**src/rtl/vga_cell_sampler.sv**
```systemverilog
// vga_cell_sampler: locks onto a VGA timing stream and samples the
// centre pixel of every board cell, classifying its colour.
module vga_cell_sampler #(
    parameter int ANCHO    = 640,
    parameter int ALTO     = 480,
    parameter int FILAS    = 8,
    parameter int COLUMNAS = 8,
    parameter int H_FP     = 16,
    parameter int H_SYNC   = 96,
    parameter int H_BP     = 48,
    parameter int V_FP     = 10,
    parameter int V_SYNC   = 2,
    parameter int V_BP     = 33
) (
    input  logic       clk,
    input  logic       rst,
    input  logic       h_sync,
    input  logic       v_sync,
    input  logic       blank_n,
    input  logic [7:0] red,
    input  logic [7:0] green,
    input  logic [7:0] blue,
    output logic [9:0] h_count,
    output logic [9:0] v_count,
    output logic       locked,
    output logic       cell_valid,
    output logic       frame_done,
    output logic [2:0] cell_row,
    output logic [2:0] cell_col,
    output logic [2:0] cell_code,
    output logic       err_line,
    output logic       err_frame
);

    localparam int H_TOTAL = ANCHO + H_FP + H_SYNC + H_BP;
    localparam int V_TOTAL = ALTO + V_FP + V_SYNC + V_BP;
    localparam int H_ACT   = H_SYNC + H_BP;
    localparam int V_ACT   = V_SYNC + V_BP;
    localparam int CELL_W  = ANCHO / COLUMNAS;
    localparam int CELL_H  = ALTO / FILAS;

    localparam logic [9:0] H_END = 10'(H_TOTAL);
    localparam logic [9:0] V_END = 10'(V_TOTAL - 1);
    localparam logic [9:0] CMAX  = 10'h3FF;

    typedef enum logic [1:0] {
        HUNT,
        ALIGN,
        VERIFY,
        LOCKED
    } state_t;

    state_t     state;
    state_t     state_n;
    logic       h_prev;
    logic       v_prev;
    logic       h_rise;
    logic       v_rise;
    logic       line_err;
    logic       frame_err;
    logic       col_hit;
    logic       row_hit;
    logic       sample;
    logic [2:0] col_idx;
    logic [2:0] row_idx;
    logic [2:0] code;

    assign h_rise = h_sync & ~h_prev;
    assign v_rise = h_rise & v_sync & ~v_prev;

    assign line_err  = h_rise && (h_count != H_END)
                       && (state != HUNT);
    assign frame_err = v_rise && (v_count != V_END)
                       && (state == VERIFY || state == LOCKED);

    assign locked = (state == LOCKED);

    always_ff @(posedge clk or posedge rst) begin
        if (rst) begin
            h_prev  <= 1'b0;
            v_prev  <= 1'b0;
            h_count <= '0;
            v_count <= '0;
        end else begin
            h_prev <= h_sync;
            if (h_rise)
                v_prev <= v_sync;
            if (h_rise)
                h_count <= 10'd1;
            else if (h_count != CMAX)
                h_count <= h_count + 10'd1;
            if (v_rise)
                v_count <= '0;
            else if (h_rise && v_count != CMAX)
                v_count <= v_count + 10'd1;
        end
    end

    always_ff @(posedge clk or posedge rst) begin
        if (rst)
            state <= HUNT;
        else
            state <= state_n;
    end

    // Any timing error overrides the normal acquisition progress.
    always_comb begin
        state_n = state;
        unique case (state)
            HUNT:    if (h_rise) state_n = ALIGN;
            ALIGN:   if (v_rise) state_n = VERIFY;
            VERIFY:  if (v_rise) state_n = LOCKED;
            LOCKED:  state_n = LOCKED;
            default: state_n = HUNT;
        endcase
        if (line_err || frame_err)
            state_n = HUNT;
    end

    always_comb begin
        col_hit = 1'b0;
        col_idx = '0;
        for (int c = 0; c < COLUMNAS; c++) begin
            if (h_count == 10'(H_ACT + CELL_W * c + CELL_W / 2)) begin
                col_hit = 1'b1;
                col_idx = 3'(c);
            end
        end
    end

    always_comb begin
        row_hit = 1'b0;
        row_idx = '0;
        for (int r = 0; r < FILAS; r++) begin
            if (v_count == 10'(V_ACT + CELL_H * r + CELL_H / 2)) begin
                row_hit = 1'b1;
                row_idx = 3'(r);
            end
        end
    end

    always_comb begin
        code = 3'd7;
        case ({red, green, blue})
            24'h5C4033: code = 3'd0;
            24'hFFFF00: code = 3'd1;
            24'h00FF00: code = 3'd2;
            24'h00BA00: code = 3'd3;
            24'hFF0000: code = 3'd4;
            24'h0000FF: code = 3'd5;
            default:    code = 3'd7;
        endcase
        if (!blank_n)
            code = 3'd7;
    end

    // An error edge never yields a sample, even if the stale count matches.
    assign sample = (state == LOCKED) && col_hit && row_hit
                    && !line_err && !frame_err;

    always_ff @(posedge clk or posedge rst) begin
        if (rst) begin
            cell_valid <= 1'b0;
            frame_done <= 1'b0;
            cell_row   <= '0;
            cell_col   <= '0;
            cell_code  <= '0;
            err_line   <= 1'b0;
            err_frame  <= 1'b0;
        end else begin
            cell_valid <= sample;
            frame_done <= sample
                          && (row_idx == 3'(FILAS - 1))
                          && (col_idx == 3'(COLUMNAS - 1));
            err_line   <= line_err;
            err_frame  <= frame_err;
            if (sample) begin
                cell_row  <= row_idx;
                cell_col  <= col_idx;
                cell_code <= code;
            end
        end
    end

endmodule
```
**config.mk**
```make
export PLATFORM = sky130hd
export DESIGN_NAME = vga_cell_sampler
export DESIGN_NICKNAME = d
export VERILOG_FILES = /design/src/rtl/vga_cell_sampler.sv
export SDC_FILE = /design/constraint.sdc
export NUM_CORES = 1
export LEC_CHECK = 0
export BUFFER_PORTS_ARGS = -buffer_cell sky130_fd_sc_hd__buf_2
export CAP_MARGIN = 10
export CELL_PAD_IN_SITES_DETAIL_PLACEMENT = 1
export CELL_PAD_IN_SITES_GLOBAL_PLACEMENT = 2
export CORE_MARGIN = 4
export CORE_UTILIZATION = 32
export DETAILED_ROUTE_END_ITERATION = 8
export PLACE_DENSITY = 0.88
export REMOVE_ABC_BUFFERS = 1
export SYNTH_ARGS = -nofsm -noshare
export SYNTH_HDL_FRONTEND = slang
export SYNTH_SLANG_ARGS = --single-unit
```
**constraint.sdc**
```tcl
create_clock -name clk -period 2.41 [get_ports clk]
set_input_delay 0.1205 -clock clk [delete_from_list [all_inputs] [get_ports clk]]
set_output_delay 0.1205 -clock clk [all_outputs]
set_load 0.01 [all_outputs]
```
==> results of run 1 <==
[flip-flops by register name (all words and copies together), names as in the netlist, 2 cells and up]
name       flops
h_count       10
v_count       10
cell_code      3
cell_col       3
cell_row       3
state          2
[power groups by stage]
| stage | combinational [mW] | clock (mW) | sequential (mW) |
|---|---|---|---|
| 2_1_floorplan | 0.231 | 0 | 0.826 |
| 3_3_place_gp | 0.445 | 0 | 0.804 |
| 3_5_place_dp | 0.455 | 0 | 0.817 |
| 4_1_cts | 0.459 | 0.446 | 0.804 |
| 5_1_grt | 0.523 | 0.471 | 0.826 |
| 6_report | 0.466 | 0.430 | 0.810 |
[timing repair]
action | in CTS | in global routing
endpoints found under the setup margin | 0 | 8
resized for setup | 0 | 6
hold buffers | 2 | 0
endpoints found under the hold margin | 38 | 0
[critical path, cell delays in order, from the launching register on]
cell      delay, ns
dfrtp_2        0.44
inv_1          0.10
ha_1           0.14
and4bb_1       0.20
nand4_2        0.16
a221o_1        0.43
a211oi_4       0.21
buf_12         0.17
mux2_4         0.30
[how the worst max path moves through the flow]
| stage | end | slack (ns) | startpoint |
|---|---|---|---|
| global placement | cell_col[2] | 0.18 | v_count[0] |
| CTS | cell_col[1] | 0.005 | v_count[1] |
| detailed placement | cell_col[1] | 0.05 | v_count[1] |
| floorplan | cell_code[0] | -0.09 | h_prev |
| finish | cell_col[1] | 0.12 | v_count[0] |
| global route | cell_col[1] | -0.0007 | v_count[1] |
[cells in the final DEF, fill, tap and decap left out, drive strengths merged, types with 3 or more instances in the layout]
master | Yosys | final
buf | 8 | 76
dfrtp | 37 | 37
nor2 | 22 | 22
nand2 | 21 | 21
inv | 14 | 14
nand4 | 13 | 13
o21ai | 10 | 10
a21oi | 10 | 10
nor4 | 10 | 10
xnor2 | 9 | 9
nand3 | 8 | 8
nor3 | 7 | 7
a31oi | 6 | 6
clkbuf | 5 | 6
or3 | 5 | 5
nand2b | 5 | 5
and4 | 5 | 5
mux2 | 5 | 5
ha | 5 | 5
nor2b | 4 | 4
mux2i | 4 | 4
a21o | 4 | 4
nor4bb | 4 | 4
xor2 | 3 | 3
and3 | 3 | 3
or4 | 3 | 3
or3b | 3 | 3
[layout make-up]
class,instances,area share
Multi-Input combinational cell,205,0.4695
Clock inverter,1,0.002846
Inverter,14,0.01707
Timing Repair Buffer,78,0.1455
Sequential cell,37,0.3012
Clock buffer,6,0.02358
Tap cell,99,0.04024
[cell families (layout without fill, tap and decap cells)]
kind of cell,count (synthesis),after routing
AO/OA/AOI/OAI,53,53
XOR/XNOR,12,12
adder cells (fa/ha/maj),5,5
buffers and inverters,27,99
flip-flops,37,37
multiplexers,9,9
AND/OR/NAND/NOR,126,126
[metal layers]
| metal | part of all wire | track usage | wire (microns) | up-vias |
|---|---|---|---|---|
| li1 | - | - | - | 1142 |
| met2 | 0.49 | 0.2831 | 3551 | 56 |
| met5 | 0 | 0 | 0 | - |
| met1 | 0.45 | 0.2064 | 3263 | 1174 |
| met3 | 0.058 | 0.03710 | 425 | 7 |
| met4 | 0.0086 | 0.04265 | 63 | 0 |
[stage by stage]
| step | hold WS, ns | utilization | total power, mW | setup TNS [ns] | setup WS [ns] |
|---|---|---|---|---|---|
| finish | 0.04453 | 0.4177 | 1.705 | 0 | 0.1233 |
| global route | 0.04978 | 0.4177 | 1.820 | -0.0006999 | -0.0006999 |
| CTS | 0.03920 | 0.4139 | 1.709 | 0 | 0.004874 |
| detailed placement | 0.2725 | 0.4002 | 1.271 | 0 | 0.05364 |
| global placement | 0.2683 | 0.4002 | 1.249 | 0 | 0.1767 |
| floorplan | 0.1519 | - | 1.057 | -0.4659 | -0.09318 |
==> metrics.txt, run 1 <==
status=completed; fraction of the yosys area taken by sequential cells=0.3766; cell count of the worst hold path=3; fraction of the mapped netlist area in simple logic gates=0.3059; Pwr per Cell Area=around 550 nW/um^2; Post-Synth XOR/XNOR Area=0.04275; starting DRC count in detailed routing=52; worst setup path class=reg -> reg; Post-synth EDFFs=0; port bufs=62; post-detailed-placement cell area=2949 sq um; global-route wire length before repair=11.94 mm; source of the worst hold timing path=v_sync; clock group share of total power=0.252; Max-slew headroom=0.5902; total instance count after detailed placement=roughly 430; Via-to-Cell Ratio=5.407; Overflow after GRT=0; total global-route track usage=0.1643; max cap viols=0; count of standard-cell rows=31; leading cell type by number of instances after synthesis=dfrtp_1; Yosys reg bits=37; flop2flop setup slack=0.12 ns; overall die height=~96 microns; class of the tightest hold or removal check=in -> reg; area taken by multi-input logic gates=1445 sq um; source of the worst register-to-register timing path=v_count[0]; worst min-delay path endpoint=v_prev; clock-pin slew reported for the worst setup and hold paths after clock tree synthesis=0.08 ns; final-report hold violation count=0; area share of the largest cell type after synthesis=0.3766; combinational cell fraction of total power=0.273; total detailed-routing wirelength=~7.3 mm; die extent in x=95.66 microns; number of failing setup endpoints in the final timing report=0; average instance area after synthesis=9.140 sq um; drt drc=0; Netlist Area Pre-Place=2459 sq um; gpl congestion=0.7857; sink count of the clock tree=37; clock latency on the worst-skew pair=0.29 ns; top cells by instance count after synthesis=37 x dfrtp_1, 22 x nor2_1, 21 x nand2_1; dominant cells by area after synthesis=dfrtp_1 38%, nor2_1 3.4%, nand2_1 3.2%; clk buf depth=2; required time reported for the critical path endpoint=2.57 ns; number of max-slew violations in the final report=0; Highest Clock Rate=437.3 MHz; Synth cell types=61; endpoint class of the critical path=flip-flop; antenna violations before repair=0; antenna cell count=0; dominant combinational cell family by area after synthesis=simple AND/OR/NAND/NOR gates; HPWL after DPL=5.585 mm; post-detailed-route count of antenna-violating nets=0; Clock Tree Root=clkbuf_8; P_leak=around 1.3 nW; Final period util=0.9488; routed length per instance=16.60 microns; maximum level of the CTS H-tree=2; Seq pwr share=0.475; Area growth, synth to finish=25.19%; switching power summed over all nets=0.6057 mW; most area-hungry cell type in the Yosys netlist=dfrtp_1; count of non-filler cells in the finished layout=440; die outline area=~9100 sq um; share of cells above drive strength 1=0.3021; detailed-routing iteration count for the pre-antenna-repair pass=5; Syn. warnings=0; post-CTS setup buffer count=0; kind of start point of the critical path=flip-flop; Max VDD drop=0.0002899 V; initial standard-cell utilization of the core=0.3336; num ports=between 60 and 70; end of the worst register-to-register path=cell_col[1]; number of buffers created by CTS=5; count of vias placed by the detailed router=~2,400; register area=927.1 sq um; maximum fanout count along the critical path=8; r2r worst-path depth=8; net switching share of the total power=0.3552; Synth Instances=between 200 and 300; top flip-flop cell by instance count after synthesis=dfrtp_1; Int Pwr=1.099 mW; time the worst path needs with I/O delays and setup=2.287 ns; adder-cell area share of the yosys netlist=0.02545; largest clock skew in the final design=0.01888 ns; Fill cells=892; clock tree from TritonCTS=yes; standard cell core area=7370 sq um; mux share of post-synthesis cell area=0.04682; Final Instance Area=around 3100 sq um; synthesized-area fraction occupied by ao, oa, aoi and oai cells=0.1537; # nets final=375; transition time at the pin with the least slew margin=0.6111 ns; pin count of the biggest net entering global routing=38; vias in the first global route=approximately 2,500; fraction of synthesis flops using an asynchronous set or reset pin=1.000; Arr. time, crit path=2.45 ns
Power figures use the tool's default switching activity.
==> inputs of run 2 (changes only) <==
CORE_MARGIN = 2   (was 4)
RECOVER_POWER = 25   (was default)
==> run 2 against run 1 <==
Fmax is 0.57% higher; setup slack better by 0.013 ns; largest power group unchanged; cell count increased by 0.23%; critical endpoint is now cell_code[2]; clock-buffer cell count rose by 1; hold slack lost 0.0088 ns; global-route usage rose by 0.33 points; first-iteration DRC count is 17% higher; clock power is 32% higher; via count down 2.0%; sequential power shrank 1%; non-clock buffer count did not move; combinational power fell by 0.9%; critical path type unchanged.
==> metrics.txt, run 2 (synthesis results as in run 1) <==
overall power of the completed layout=1.830 mW (+7.3%); total global-route track usage=0.1676 (+0.003271); chain of cells forming the critical path=inv_1 > ha_2 > nand2b_1 > nor4_1 > a22oi_2 > a211oi_4 > buf_12 > mux2_4; largest clock skew in the final design=0.006591 ns (-0.01229 ns); total detailed-routing wirelength=6.714 mm (-8.1%); worst setup path class=reg -> reg; kind of start point of the critical path=flip-flop; standard cell core area=7331 sq um (-0.53%); post-CTS setup buffer count=0 (unchanged); crit-path leading delay family=simple AND/OR/NAND/NOR gates; Fill cells=904 (+1.3%); share of cells above drive strength 1=0.2807 (-0.02135); HPWL after DPL=5.139 mm (-8.0%); required time reported for the critical path endpoint=2.59 ns (+0.02 ns); transition time at the pin with the least slew margin=0.9400 ns (+0.3289 ns); number of buffers and inverters on the critical path=2 (unchanged); Pwr per Cell Area=591.3 nW/um^2 (+6.7%); status=completed; die extent in x=91.66 microns (-4.2%); Worst path slowest cell=dfrtp_1; gpl congestion=0.7775 (-1.0%); clock tree from TritonCTS=yes; critical path's largest stage delay=0.43 ns (about the same); global-route wire length before repair=11.59 mm (-2.9%); Highest Clock Rate=439.8 MHz (+0.57%); port bufs=62 (unchanged); drt drc=0 (unchanged); clk buf depth=2 (unchanged); clock latency on the worst-skew pair=0.30 ns (about the same); starting DRC count in detailed routing=61 (+17%); P_leak=1.309 nW (-0.26%); total instance count after detailed placement=431 (unchanged); number of max-slew violations in the final report=0 (unchanged); num ports=63 (unchanged); routed length per instance=15.22 microns (-8.3%); count of vias placed by the detailed router=2,331 (-2.0%); number of buffers created by CTS=5 (unchanged); initial standard-cell utilization of the core=0.3354 (+0.001765); Int Pwr=1.230 mW (+12%); Final period util=0.9434 (-0.005421); Core Util, Final=0.4223 (+0.004599); clock group share of total power=0.310 (+0.058); net switching share of the total power=0.3280 (-0.02720); antenna violations before repair=0 (unchanged); Seq pwr share=0.438 (-0.037); combinational cell fraction of total power=0.252 (-0.021); Overflow after GRT=0 (unchanged); Via-to-Cell Ratio=5.286 (-2.2%); number of failing setup endpoints in the final timing report=0 (unchanged); clock-pin slew reported for the worst setup and hold paths after clock tree synthesis=0.07 ns (about the same); Area growth, synth to finish=25.90%; leading registers by flop count=h_count x10, v_count x10; post-detailed-route count of antenna-violating nets=0 (unchanged); maximum level of the CTS H-tree=2 (unchanged); switching power summed over all nets=0.6003 mW (-0.89%); endpoint class of the critical path=flip-flop; count of non-filler cells in the finished layout=441 (+0.23%); class of the tightest hold or removal check=in -> reg; pin count of the biggest net entering global routing=38 (unchanged); overall die height=91.66 microns (-4.2%); count of standard-cell rows=31 (unchanged); antenna cell count=0 (unchanged); vias in the first global route=2,425 (-2.8%); most frequent cells in the layout=56 x buf_2, 37 x dfrtp_1, 22 x nor2_1; Arr. time, crit path=2.45 ns (about the same); most frequent standard cell in the layout excluding fill and tap cells=buf_2; Clock Tree Root=clkbuf_8; max cap viols=0 (unchanged); detailed-routing iteration count for the pre-antenna-repair pass=4 (-1); maximum fanout count along the critical path=8 (unchanged); Max VDD drop=0.0002872 V (-0.95%); final-report hold violation count=0 (unchanged); sink count of the clock tree=37 (unchanged); die outline area=8401 sq um (-8.2%); Max-slew headroom=0.3734 (-0.2168); time the worst path needs with I/O delays and setup=2.274 ns (-0.01306 ns); # nets final=375 (unchanged)
run 2: stage by stage:
stage	hold slack, ns	setup TNS (ns)	area (sq um)	worst slack (ns)
after floorplan	0.1519	-0.4659	2391	-0.09318
after global placement	0.2695	0	2949	0.1836
after detailed placement	0.2697	0	2949	0.09693
after CTS	0.03315	0	3085	0.06737
after global routing	0.05523	-0.05688	3095	-0.01647
final	0.03574	0	3095	0.1364
run 2: power groups by stage:
stage	logic, mW	clock network [mW]	registers, mW
2_1_floorplan	0.231	0	0.826
3_3_place_gp	0.443	0	0.803
3_5_place_dp	0.455	0	0.811
4_1_cts	0.461	0.585	0.800
5_1_grt	0.522	0.608	0.820
6_report	0.462	0.567	0.801
run 2: worst register-to-register path: cells and delay by family, from the launching register on:
family,cells,cell delay [ns]
buf+inv,2,0.27
mux,1,0.30
simple gates,2,0.50
compound gates,2,0.44
flops,1,0.43
fa+ha+maj,1,0.23
run 2: routing by layer:
| layer | part of all wire | up-vias | GRT usage | wire [microns] |
|---|---|---|---|---|
| li1 | - | 1145 | - | - |
| met1 | 0.49 | 1134 | 0.2191 | 3274 |
| met2 | 0.44 | 47 | 0.2788 | 2983 |
| met3 | 0.059 | 5 | 0.04108 | 393 |
| met4 | 0.0092 | 0 | 0.04040 | 62 |
| met5 | 0 | - | 0 | 0 |
run 2: cell type report:
type / count / area, sq um / area share
tap: 99 / 123.9 / 0.04002
clock inverter: 1 / 30.03 / 0.009701
sequential: 37 / 925.9 / 0.2991
multi-input combinational: 205 / 1439 / 0.4648
clock buffer: 7 / 86.33 / 0.02789
timing repair buffer: 78 / 437.9 / 0.1415
inverter: 14 / 52.55 / 0.01698
run 2: final timing paths:
| kind | from | end | slack [ns] | cells after the start |
|---|---|---|---|---|
| setup reg to reg | v_count[1] | cell_code[2] | 0.14 | 8 |
| hold / removal | v_sync | v_prev | 0.04 | 3 |
| max in group asynchronous | rst | h_count[0] | 1.16 | 4 |
| hold reg to reg | v_prev | v_prev | 0.50 | 2 |
| min in group asynchronous | rst | v_count[2] | 0.66 | 4 |
| setup / recovery | v_count[1] | cell_code[2] | 0.14 | 8 |
run 2: repair_timing:
item,CTS,global route
hold buffers,2,0
gates resized for setup,0,4
endpoints found under the setup margin,0,5
hold endpoints to repair,38,0
==> inputs of run 3 (changes only) <==
PLACE_DENSITY = default   (was 0.88)
PLACE_DENSITY_LB_ADDON = 0.15   (was default)
==> run 3 against run 2 <==
Via count fell by 0.77%; critical path depth stayed put; total power is 0.96% higher; sequential share of layout area about the same; flip-flop and latch count did not move; highest routed layer unchanged; die area unchanged; global-route usage increased by 0.91 points; cell area barely moved; hold slack better by 0.0035 ns; core utilization about the same; critical endpoint unchanged; first-iteration DRC count increased by 80%; wire length increased by 4.7%.
==> metrics.txt, run 3 (synthesis results as in run 1) <==
status=completed; gpl congestion=0.7787 (+0.15%); share of cells above drive strength 1=0.2915 (+0.01084); antenna cell count=0 (unchanged); Area growth, synth to finish=26.01% (about the same); class of the tightest hold or removal check=in -> reg; clock tree from TritonCTS=yes; endpoint class of the critical path=flip-flop; met3 usage in global routing=0.03533 (-0.005752); chain of cells forming the critical path=inv_1 > ha_2 > nor4bb_2 > o2bb2ai_1 > a22oi_1 > a211oi_4 > buf_12 > mux2_4; required time reported for the critical path endpoint=2.58 ns (about the same); Worst path slowest cell=dfrtp_1; global routing usage on met2=0.2776 (-0.001225); routed length per instance=15.91 microns (+4.5%); Fill cells=879 (-2.8%); Clock Tree Root=clkbuf_8; Arr. time, crit path=2.47 ns (+0.02 ns); total detailed-routing wirelength=7.031 mm (+4.7%); clk buf depth=2 (unchanged); post-detailed-route count of antenna-violating nets=0 (unchanged); most frequent cells in the layout=61 x buf_2, 37 x dfrtp_1, 22 x nor2_1; Place WS=0.1124 ns (+0.01544 ns); P_leak=1.330 nW (+1.6%); cell count of the worst hold path=3 (unchanged); pin count of the biggest net entering global routing=38 (unchanged); global routing usage on met1=0.2501 (+0.03107); r2r worst-path depth=8 (unchanged); maximum level of the CTS H-tree=2 (unchanged); total global-route track usage=0.1767 (+0.009078); setup repair after global routing missed its margin=false; Pwr per Cell Area=596.5 nW/um^2 (+0.88%); clock latency on the worst-skew pair=0.30 ns (about the same); max cap viols=0 (unchanged); number of failing setup endpoints in the final timing report=0 (unchanged); sink count of the clock tree=37 (unchanged); count of non-filler cells in the finished layout=442 (+0.23%); drt drc=0 (unchanged); standard cell core area=7331 sq um (unchanged); count of vias placed by the detailed router=2,313 (-0.77%); number of max-slew violations in the final report=0 (unchanged); register area=925.9 sq um (unchanged); die outline area=8401 sq um (unchanged); Final Instance Area=3098 sq um (about the same); Max VDD drop=0.0002848 V (-0.82%); Overflow after GRT=0 (unchanged); Hold Worst Slack=0.03920 ns (+0.003457 ns); count of standard-cell rows=31 (unchanged); transition time at the pin with the least slew margin=0.9513 ns (+0.01133 ns); detailed-routing iteration count for the pre-antenna-repair pass=4 (unchanged); time the worst path needs with I/O delays and setup=2.301 ns (+0.02753 ns); busiest grt layer=met2; starting DRC count in detailed routing=110 (+80%); worst setup path class=reg -> reg; Via-to-Cell Ratio=5.233 (-1.0%); worst setup slack after layout=0.1089 ns (-0.02753 ns); Final period util=0.9548 (+0.01142); HPWL after DPL=5.337 mm (+3.9%); num ports=63 (unchanged); total instance count after detailed placement=432 (+0.23%); number of buffers created by CTS=5 (unchanged); overall die height=91.66 microns (unchanged); leading registers by flop count=h_count x10, v_count x10; initial standard-cell utilization of the core=0.3354 (unchanged); vias in the first global route=2,366 (-2.4%); critical path's largest stage delay=0.40 ns (-0.03 ns); area taken by multi-input logic gates=1428 sq um (-0.78%); # nets final=376 (+0.27%); Highest Clock Rate=434.6 MHz (-1.2%); kind of start point of the critical path=flip-flop; final-report hold violation count=0 (unchanged); maximum fanout count along the critical path=8 (unchanged); global-route wire length before repair=12.14 mm (+4.8%); most frequent standard cell in the layout excluding fill and tap cells=buf_2; antenna violations before repair=0 (unchanged); largest clock skew in the final design=0.01484 ns (+0.008247 ns); port bufs=62 (unchanged); die extent in x=91.66 microns (unchanged); post-detailed-placement cell area=2957 sq um (+0.25%); Max-slew headroom=0.3658 (-0.007554); clock-pin slew reported for the worst setup and hold paths after clock tree synthesis=0.08 ns (about the same)
-- run 3: timing repair --
item                                   CTS  global route
setup buffers                            0             0
hold buffers                             2             0
setup endpoints to repair                0             5
resized for setup                        0             2
endpoints found under the hold margin   38             0
-- run 3: power by group --
| group | internal (mW) | total (mW) | switching, mW | leakage (nW) |
|---|---|---|---|---|
| clock network | 0.338 | 0.572 | 0.234 | 0.0585 |
| registers | 0.688 | 0.796 | 0.107 | 0.468 |
| logic | 0.216 | 0.480 | 0.264 | 0.804 |
| total | 1.24 | 1.85 | 0.606 | 1.33 |
-- run 3: final timing paths --
kind,start,endpoint,slack [ns]
worst max-delay path,v_count[1],cell_code[2],0.11
worst min-delay path,v_sync,v_prev,0.04
worst max register to register,v_count[1],cell_code[2],0.11
worst min register to register,v_prev,v_prev,0.50
max in group asynchronous,rst,cell_col[1],1.16
min in group asynchronous,rst,v_count[3],0.65
-- run 3: final cells by class --
type / instances / area share
Multi-Input combinational cell: 205 / 0.4608
Sequential cell: 37 / 0.2989
Timing Repair Buffer: 79 / 0.1458
Tap cell: 99 / 0.03998
Clock buffer: 7 / 0.02787
Inverter: 14 / 0.01696
Clock inverter: 1 / 0.009693
-- run 3: stage by stage --
stage	power (mW)	TNS, ns	utilization
6_report	1.848	0	0.4226
5_1_grt	1.971	0	0.4226
4_1_cts	1.868	0	0.4219
3_5_place_dp	1.283	0	0.4033
3_3_place_gp	1.266	0	0.4033
2_1_floorplan	1.057	-0.4659	-
-- run 3: worst max-delay path, delay by kind of cell (launching register included) --
kind	cells	cell delay, ns
buf+inv	2	0.27
mux	1	0.30
fa+ha+maj	1	0.23
compound gates	3	0.68
simple gates	1	0.29
flops	1	0.40
-- run 3: metal layers --
metal  vias up  part of all wire  wire [microns]
li1       1150                 -               -
met1      1109              0.49            3480
met2        46              0.45            3178
met3         8             0.042             298
met4         0             0.010              73
met5         -                 0               0
